File: src/rtl/edge_phase_meter_pkg.sv
// Shared types and default sizing for the edge-to-edge phase meter.
`timescale 1ns/1ps
package edge_phase_meter_pkg;

  typedef enum logic [1:0] {
    IDLE  = 2'd0,
    ARMED = 2'd1,
    COUNT = 2'd2,
    HOLD  = 2'd3
  } state_t;

  localparam int CNT_W_DEF    = 16;
  localparam int LOG2_AVG_DEF = 4;
  localparam int ACC_W        = CNT_W_DEF + LOG2_AVG_DEF;
  localparam int N_AVG        = 1 << LOG2_AVG_DEF;

endpackage

File: src/rtl/edge_phase_meter_sync_rise_detect.sv
// Multi-flop synchronizer for one asynchronous input, followed by a history
// flop that turns a synchronized 0->1 transition into a single-cycle pulse.
`timescale 1ns/1ps
module sync_rise_detect #(
  parameter int SYNC_STAGES = 2
) (
  input  logic clk,
  input  logic rst_n,
  input  logic async_in,
  output logic rise
);

  logic [SYNC_STAGES-1:0] sync_q;
  logic                   hist_q;

  always_ff @(posedge clk or negedge rst_n) begin
    if (!rst_n) begin
      sync_q <= '0;
      hist_q <= 1'b0;
    end else begin
      sync_q <= {sync_q[SYNC_STAGES-2:0], async_in};
      hist_q <= sync_q[SYNC_STAGES-1];
    end
  end

  assign rise = sync_q[SYNC_STAGES-1] & ~hist_q;

endmodule

File: src/rtl/edge_phase_meter.sv
// Measures ref->meas rising-edge delay in clk cycles and reports the floor
// of the mean over 2^LOG2_AVG samples on a valid/ready output.
`timescale 1ns/1ps
module edge_phase_meter
  import edge_phase_meter_pkg::*;
#(
  parameter int          CNT_W       = CNT_W_DEF,
  parameter int          LOG2_AVG    = LOG2_AVG_DEF,
  parameter int unsigned TIMEOUT     = 32'hFFFF,
  parameter int          SYNC_STAGES = 2
) (
  input  logic             clk,
  input  logic             rst_n,
  input  logic             enable,
  input  logic             ref_in,
  input  logic             meas_in,
  output logic             out_valid,
  input  logic             out_ready,
  output logic [CNT_W-1:0] out_delay,
  output logic             timeout_err,
  output logic             busy
);

  localparam int               SUM_W  = CNT_W + LOG2_AVG;
  localparam int               N_SAMP = 1 << LOG2_AVG;
  localparam logic [CNT_W-1:0] TO_LIM = CNT_W'(TIMEOUT);

  state_t              state, state_next;
  logic [CNT_W-1:0]    cnt;
  logic [SUM_W-1:0]    acc;
  logic [LOG2_AVG:0]   n_samp;
  logic                ref_rise, meas_rise;
  logic                rec_en, to_hit, clr_all, load_cnt, inc_cnt;
  logic [CNT_W-1:0]    rec_val;
  logic [CNT_W-1:0]    delay_now;
  logic [SUM_W-1:0]    acc_sum;
  logic                last_samp;
  logic                accept;

  sync_rise_detect #(.SYNC_STAGES(SYNC_STAGES)) u_ref_sync (
    .clk      (clk),
    .rst_n    (rst_n),
    .async_in (ref_in),
    .rise     (ref_rise)
  );

  sync_rise_detect #(.SYNC_STAGES(SYNC_STAGES)) u_meas_sync (
    .clk      (clk),
    .rst_n    (rst_n),
    .async_in (meas_in),
    .rise     (meas_rise)
  );

  // cnt holds 0 in the first COUNT cycle, so the delay seen now is cnt+1
  assign delay_now = cnt + CNT_W'(1);
  assign acc_sum   = acc + SUM_W'(rec_val);
  assign last_samp = (n_samp == (LOG2_AVG+1)'(N_SAMP - 1));
  assign accept    = out_valid && out_ready;
  assign busy      = (state != IDLE);

  always_ff @(posedge clk or negedge rst_n) begin
    if (!rst_n) state <= IDLE;
    else        state <= state_next;
  end

  always_comb begin
    state_next = state;
    rec_en     = 1'b0;
    rec_val    = '0;
    to_hit     = 1'b0;
    clr_all    = 1'b0;
    load_cnt   = 1'b0;
    inc_cnt    = 1'b0;
    case (state)
      IDLE: begin
        if (enable && !out_valid) state_next = ARMED;
      end
      ARMED: begin
        if (!enable) begin
          clr_all    = 1'b1;
          state_next = IDLE;
        end else if (ref_rise) begin
          if (meas_rise) begin
            rec_en = 1'b1;
          end else begin
            load_cnt   = 1'b1;
            state_next = COUNT;
          end
        end
      end
      COUNT: begin
        // Reaching the limit wins over a coincident meas edge
        if (!enable) begin
          clr_all    = 1'b1;
          state_next = IDLE;
        end else if (delay_now >= TO_LIM) begin
          to_hit     = 1'b1;
          state_next = ARMED;
        end else if (meas_rise) begin
          rec_en     = 1'b1;
          rec_val    = delay_now;
          state_next = ARMED;
        end else begin
          inc_cnt = 1'b1;
        end
      end
      HOLD: begin
        if (accept) state_next = enable ? ARMED : IDLE;
      end
      default: state_next = IDLE;
    endcase
    if (rec_en && last_samp) state_next = HOLD;
  end

  always_ff @(posedge clk or negedge rst_n) begin
    if (!rst_n) begin
      cnt         <= '0;
      acc         <= '0;
      n_samp      <= '0;
      out_valid   <= 1'b0;
      out_delay   <= '0;
      timeout_err <= 1'b0;
    end else begin
      timeout_err <= to_hit;
      if (clr_all) begin
        cnt    <= '0;
        acc    <= '0;
        n_samp <= '0;
      end else begin
        if (load_cnt)     cnt <= '0;
        else if (inc_cnt) cnt <= cnt + CNT_W'(1);
        if (rec_en) begin
          if (last_samp) begin
            out_delay <= acc_sum[SUM_W-1:LOG2_AVG];
            out_valid <= 1'b1;
            acc       <= '0;
            n_samp    <= '0;
          end else begin
            acc    <= acc_sum;
            n_samp <= n_samp + (LOG2_AVG+1)'(1);
          end
        end
      end
      if (state == HOLD && accept) out_valid <= 1'b0;
    end
  end

endmodule

File: config.mk
export PLATFORM = sky130hd
export DESIGN_NAME = edge_phase_meter
export DESIGN_NICKNAME = d
export VERILOG_FILES = /design/src/rtl/edge_phase_meter_pkg.sv /design/src/rtl/edge_phase_meter_sync_rise_detect.sv /design/src/rtl/edge_phase_meter.sv
export SDC_FILE = /design/constraint.sdc
export NUM_CORES = 1
export LEC_CHECK = 0
export ABC_AREA = 1
export BUFFER_PORTS_ARGS = -buffer_cell sky130_fd_sc_hd__buf_2
export CORE_MARGIN = 2
export CORE_UTILIZATION = 30
export DETAILED_ROUTE_END_ITERATION = 12
export PLACE_DENSITY = 0.45
export SYNTH_ARGS = -nofsm -noshare
export SYNTH_HDL_FRONTEND = slang
export SYNTH_SLANG_ARGS = --single-unit
File: constraint.sdc
create_clock -name clk -period 6 [get_ports clk]
set_input_delay 1.8 -clock clk [delete_from_list [all_inputs] [get_ports clk]]
set_output_delay 1.8 -clock clk [all_outputs]
set_load 0.05 [all_outputs]
==> run metrics <==
slew margin rel. 24.6%; worst hold margin roughly 0.35 ns; hpwl dp 8.63 mm; Post-CTS Resized 0; placed cell count about 800; Fmax about 0.23 GHz; first drt pass iteration count 5; Tightest Hold Check Type reg2reg; CTS sink cnt 67; CTS tree yes; CTS Hold Buffers Added 0; via count 4129; Worst Max-Slew Pin Slew approximately 1.1 ns; CTS clk-pin slew, worst paths ~0.060 ns; gr usage total 16.3%; Num CTS Buffers 9; GRT Residual Overflow 0; period utilization 73.7%; postcts setup bufs 0; sequential share of the synthesized area a little under two fifths; Synth Warn # 0; clk buf depth 2; top cells by area, synth dfrtp_1 (38%), nand2_1 (14%), nand4_1 (7.4%); Die Y 125 um; vias per cell 5.07; #FFs+latches synth 67; # rows 44; share of power burned in registers between 30% and 40%; RSZ-0062 raised after global routing no; core area 14400 sq um; P_sw 0.378 mW; Power Total 1.22 mW; skew final ~0.0062 ns; VDD IR max 0.151 mV; Worst EP required 6.28 ns; WP data arrival 4.70 ns; first-pass GRT wire length 20.4 mm; Commonest cells post-synth nand2_1 (166), dfrtp_1 (67), nor2_1 (66); drt total wl 12.2 mm; Max FO, Critical Path 16; Synth top area share 38.1%; GP Congestion 0.868; Worst Setup Start Kind register; nets around 660; setup TNS 0 ns; initial core utilization roughly 30%; run status complete, no violations; top-count cell post-synth nand2_1; Synth Instances 606; cell taking the most area after synthesis dfrtp_1; cell area after layout 4980 sq um; fin. max-slew vios 0; initial antenna violation count 0; H-tree Lvls 3; Final Instance Count excl. Fillers between 800 and 900; mapped cell area 4400 sq um; FFs w/ async S/R, synth 100%; Leak between 2 and 2.5 nW; ys flop type dfrtp_1; Syn-to-layout area delta 13.3%; endpoint class of the critical path register; final setup fails 0; Post-Syn Area per Cell about 7.3 sq um; Netlist cell types 31; final hold violation count 0; Post-DP Area 4680 sq um; Net Sw Frac 30.9%; Root Buffer clkbuf_16; Post-synth EDFFs 0; Routed Antenna Nets 0; pwr/cell area 246 nW/um^2; worst skew pair latency roughly 0.34 ns; Die X 125 um; io pins 25; DRC errors left 0; final worst path period need 4.42 ns; vias in the first global route about 4.1k; ant diodes 0; die area 15600 sq um; Buffers on Ports 24; MaxCap Viol Count 0; share of layout cells above drive strength 1 a little under a tenth; Clock Power Share 44.8%; P_int between 0.8 and 0.9 mW; pin count of the biggest net entering global routing 39; Gate power share 15.6%; critical path class reg2reg; WL per Instance about 15 um; Mapped Nets 636; 1st-iter DRT viols 326
-- layer usage --
| metal | global-route usage (%) | wire length, um |
|---|---|---|
| met5 | 0 | 0 |
| met4 | 6.80 | 300 |
| met3 | 3.29 | 426 |
| met2 | 26.3 | 5620 |
| met1 | 21.4 | 5880 |
-- cells by family (layout without fill, tap and decap cells) --
logic type / after synthesis / after routing / synth area share, %
AOI/OAI and AO/OA: 59 / 59 / 7.40
xor gates and xnor gates: 16 / 16 / 3.19
and+or+nand+nor: 357 / 357 / 36.4
adders and majority gates: 24 / 24 / 7.00
buffers and inverters: 83 / 107 / 7.83
DFF: 67 / 67 / 38.1
-- layout by cell type (no fill, tap or decap), types with 2 or more instances in the layout --
master / n
dfrtp_1: 67
nor2_1: 65
nand2_1: 166
nor2_4: 2
inv_2: 2
xnor2_1: 5
buf_4: 4
o21bai_1: 2
nand3b_1: 2
buf_2: 24
nand2_2: 4
xor2_1: 11
clkbuf_16: 9
a21oi_1: 17
o21ai_0: 22
ha_1: 23
clkinvlp_4: 3
nor2_2: 3
o21ai_1: 2
inv_1: 61
nor3_1: 3
nand3_1: 57
nand4_1: 52
o22ai_1: 13
-- per-stage QoR --
stage	utilization (%)	setup slack, ns
floorplan	-	2.13
global placement	32.4	1.52
detailed placement	32.4	1.42
CTS	34.5	1.57
global route	34.5	1.07
finish	34.5	1.58
-- flip-flops by register name (all words and copies together), names as in the netlist --
| signal | count |
|---|---|
| acc | 20 |
| cnt | 16 |
| out_delay | 16 |
| n_samp | 5 |
| state | 2 |
| u_meas_sync.sync_q | 2 |
| u_ref_sync.sync_q | 2 |
| out_valid | 1 |
| timeout_err | 1 |
| u_meas_sync.hist_q | 1 |
| u_ref_sync.hist_q | 1 |
-- power by group through the flow --
stage                     clock network, mW  registers [mW]  logic (mW)
after floorplan                           0           0.498       0.130
after CTS                             0.565           0.485       0.193
after global placement                    0           0.492       0.190
final                                 0.548           0.484       0.191
after detailed placement                  0           0.493       0.192
after global routing                  0.582           0.488       0.209
-- final cells by class --
type	count	area (sq um)
clock inverters	5	61.3
fillers	1551	9440
multi-input cells	456	2380
inverters	63	236
well taps	184	230
repair buffers	28	150
flip-flops and latches	67	1680
clock buffers	11	243
-- path summary, 6_finish.rpt --
kind	start	slack, ns	endpoint	cells past startpoint
setup / recovery	cnt[0]$_DFFE_PN0P_	1.58	acc[16]$_DFFE_PN0P_	24
hold reg to reg	u_meas_sync.sync_q[0]$_DFF_PN0_	0.35	u_meas_sync.sync_q[1]$_DFF_PN0_	0
max in group asynchronous	rst_n	3.47	out_delay[9]$_DFFE_PN0P_	2
min in group asynchronous	rst_n	1.52	cnt[3]$_DFFE_PN0P_	1
hold / removal	u_meas_sync.sync_q[0]$_DFF_PN0_	0.35	u_meas_sync.sync_q[1]$_DFF_PN0_	0
setup reg to reg	cnt[0]$_DFFE_PN0P_	1.58	acc[16]$_DFFE_PN0P_	24
-- critical path, stage by stage (launching register included) --
cell and delay [ns]:
dfrtp_1 0.49, ha_1 0.34, nand3_1 0.18, nor2_2 0.24, nand2_1 0.08, nand2_1 0.17, inv_1 0.08, nand3_1 0.08
nor2_1 0.05, nand3_1 0.08, nand2_1 0.08, nor2_1 0.10, inv_1 0.19, nor2_1 0.16, ha_1 0.21, inv_1 0.08
fa_1 0.39, o21ai_0 0.20, a21oi_1 0.17, o21bai_1 0.30, nand3_1 0.12, nand2_1 0.15, xor2_1 0.20, nand4_1 0.11
nand2_1 0.10
No activity file was read; power rests on OpenSTA's default activity.
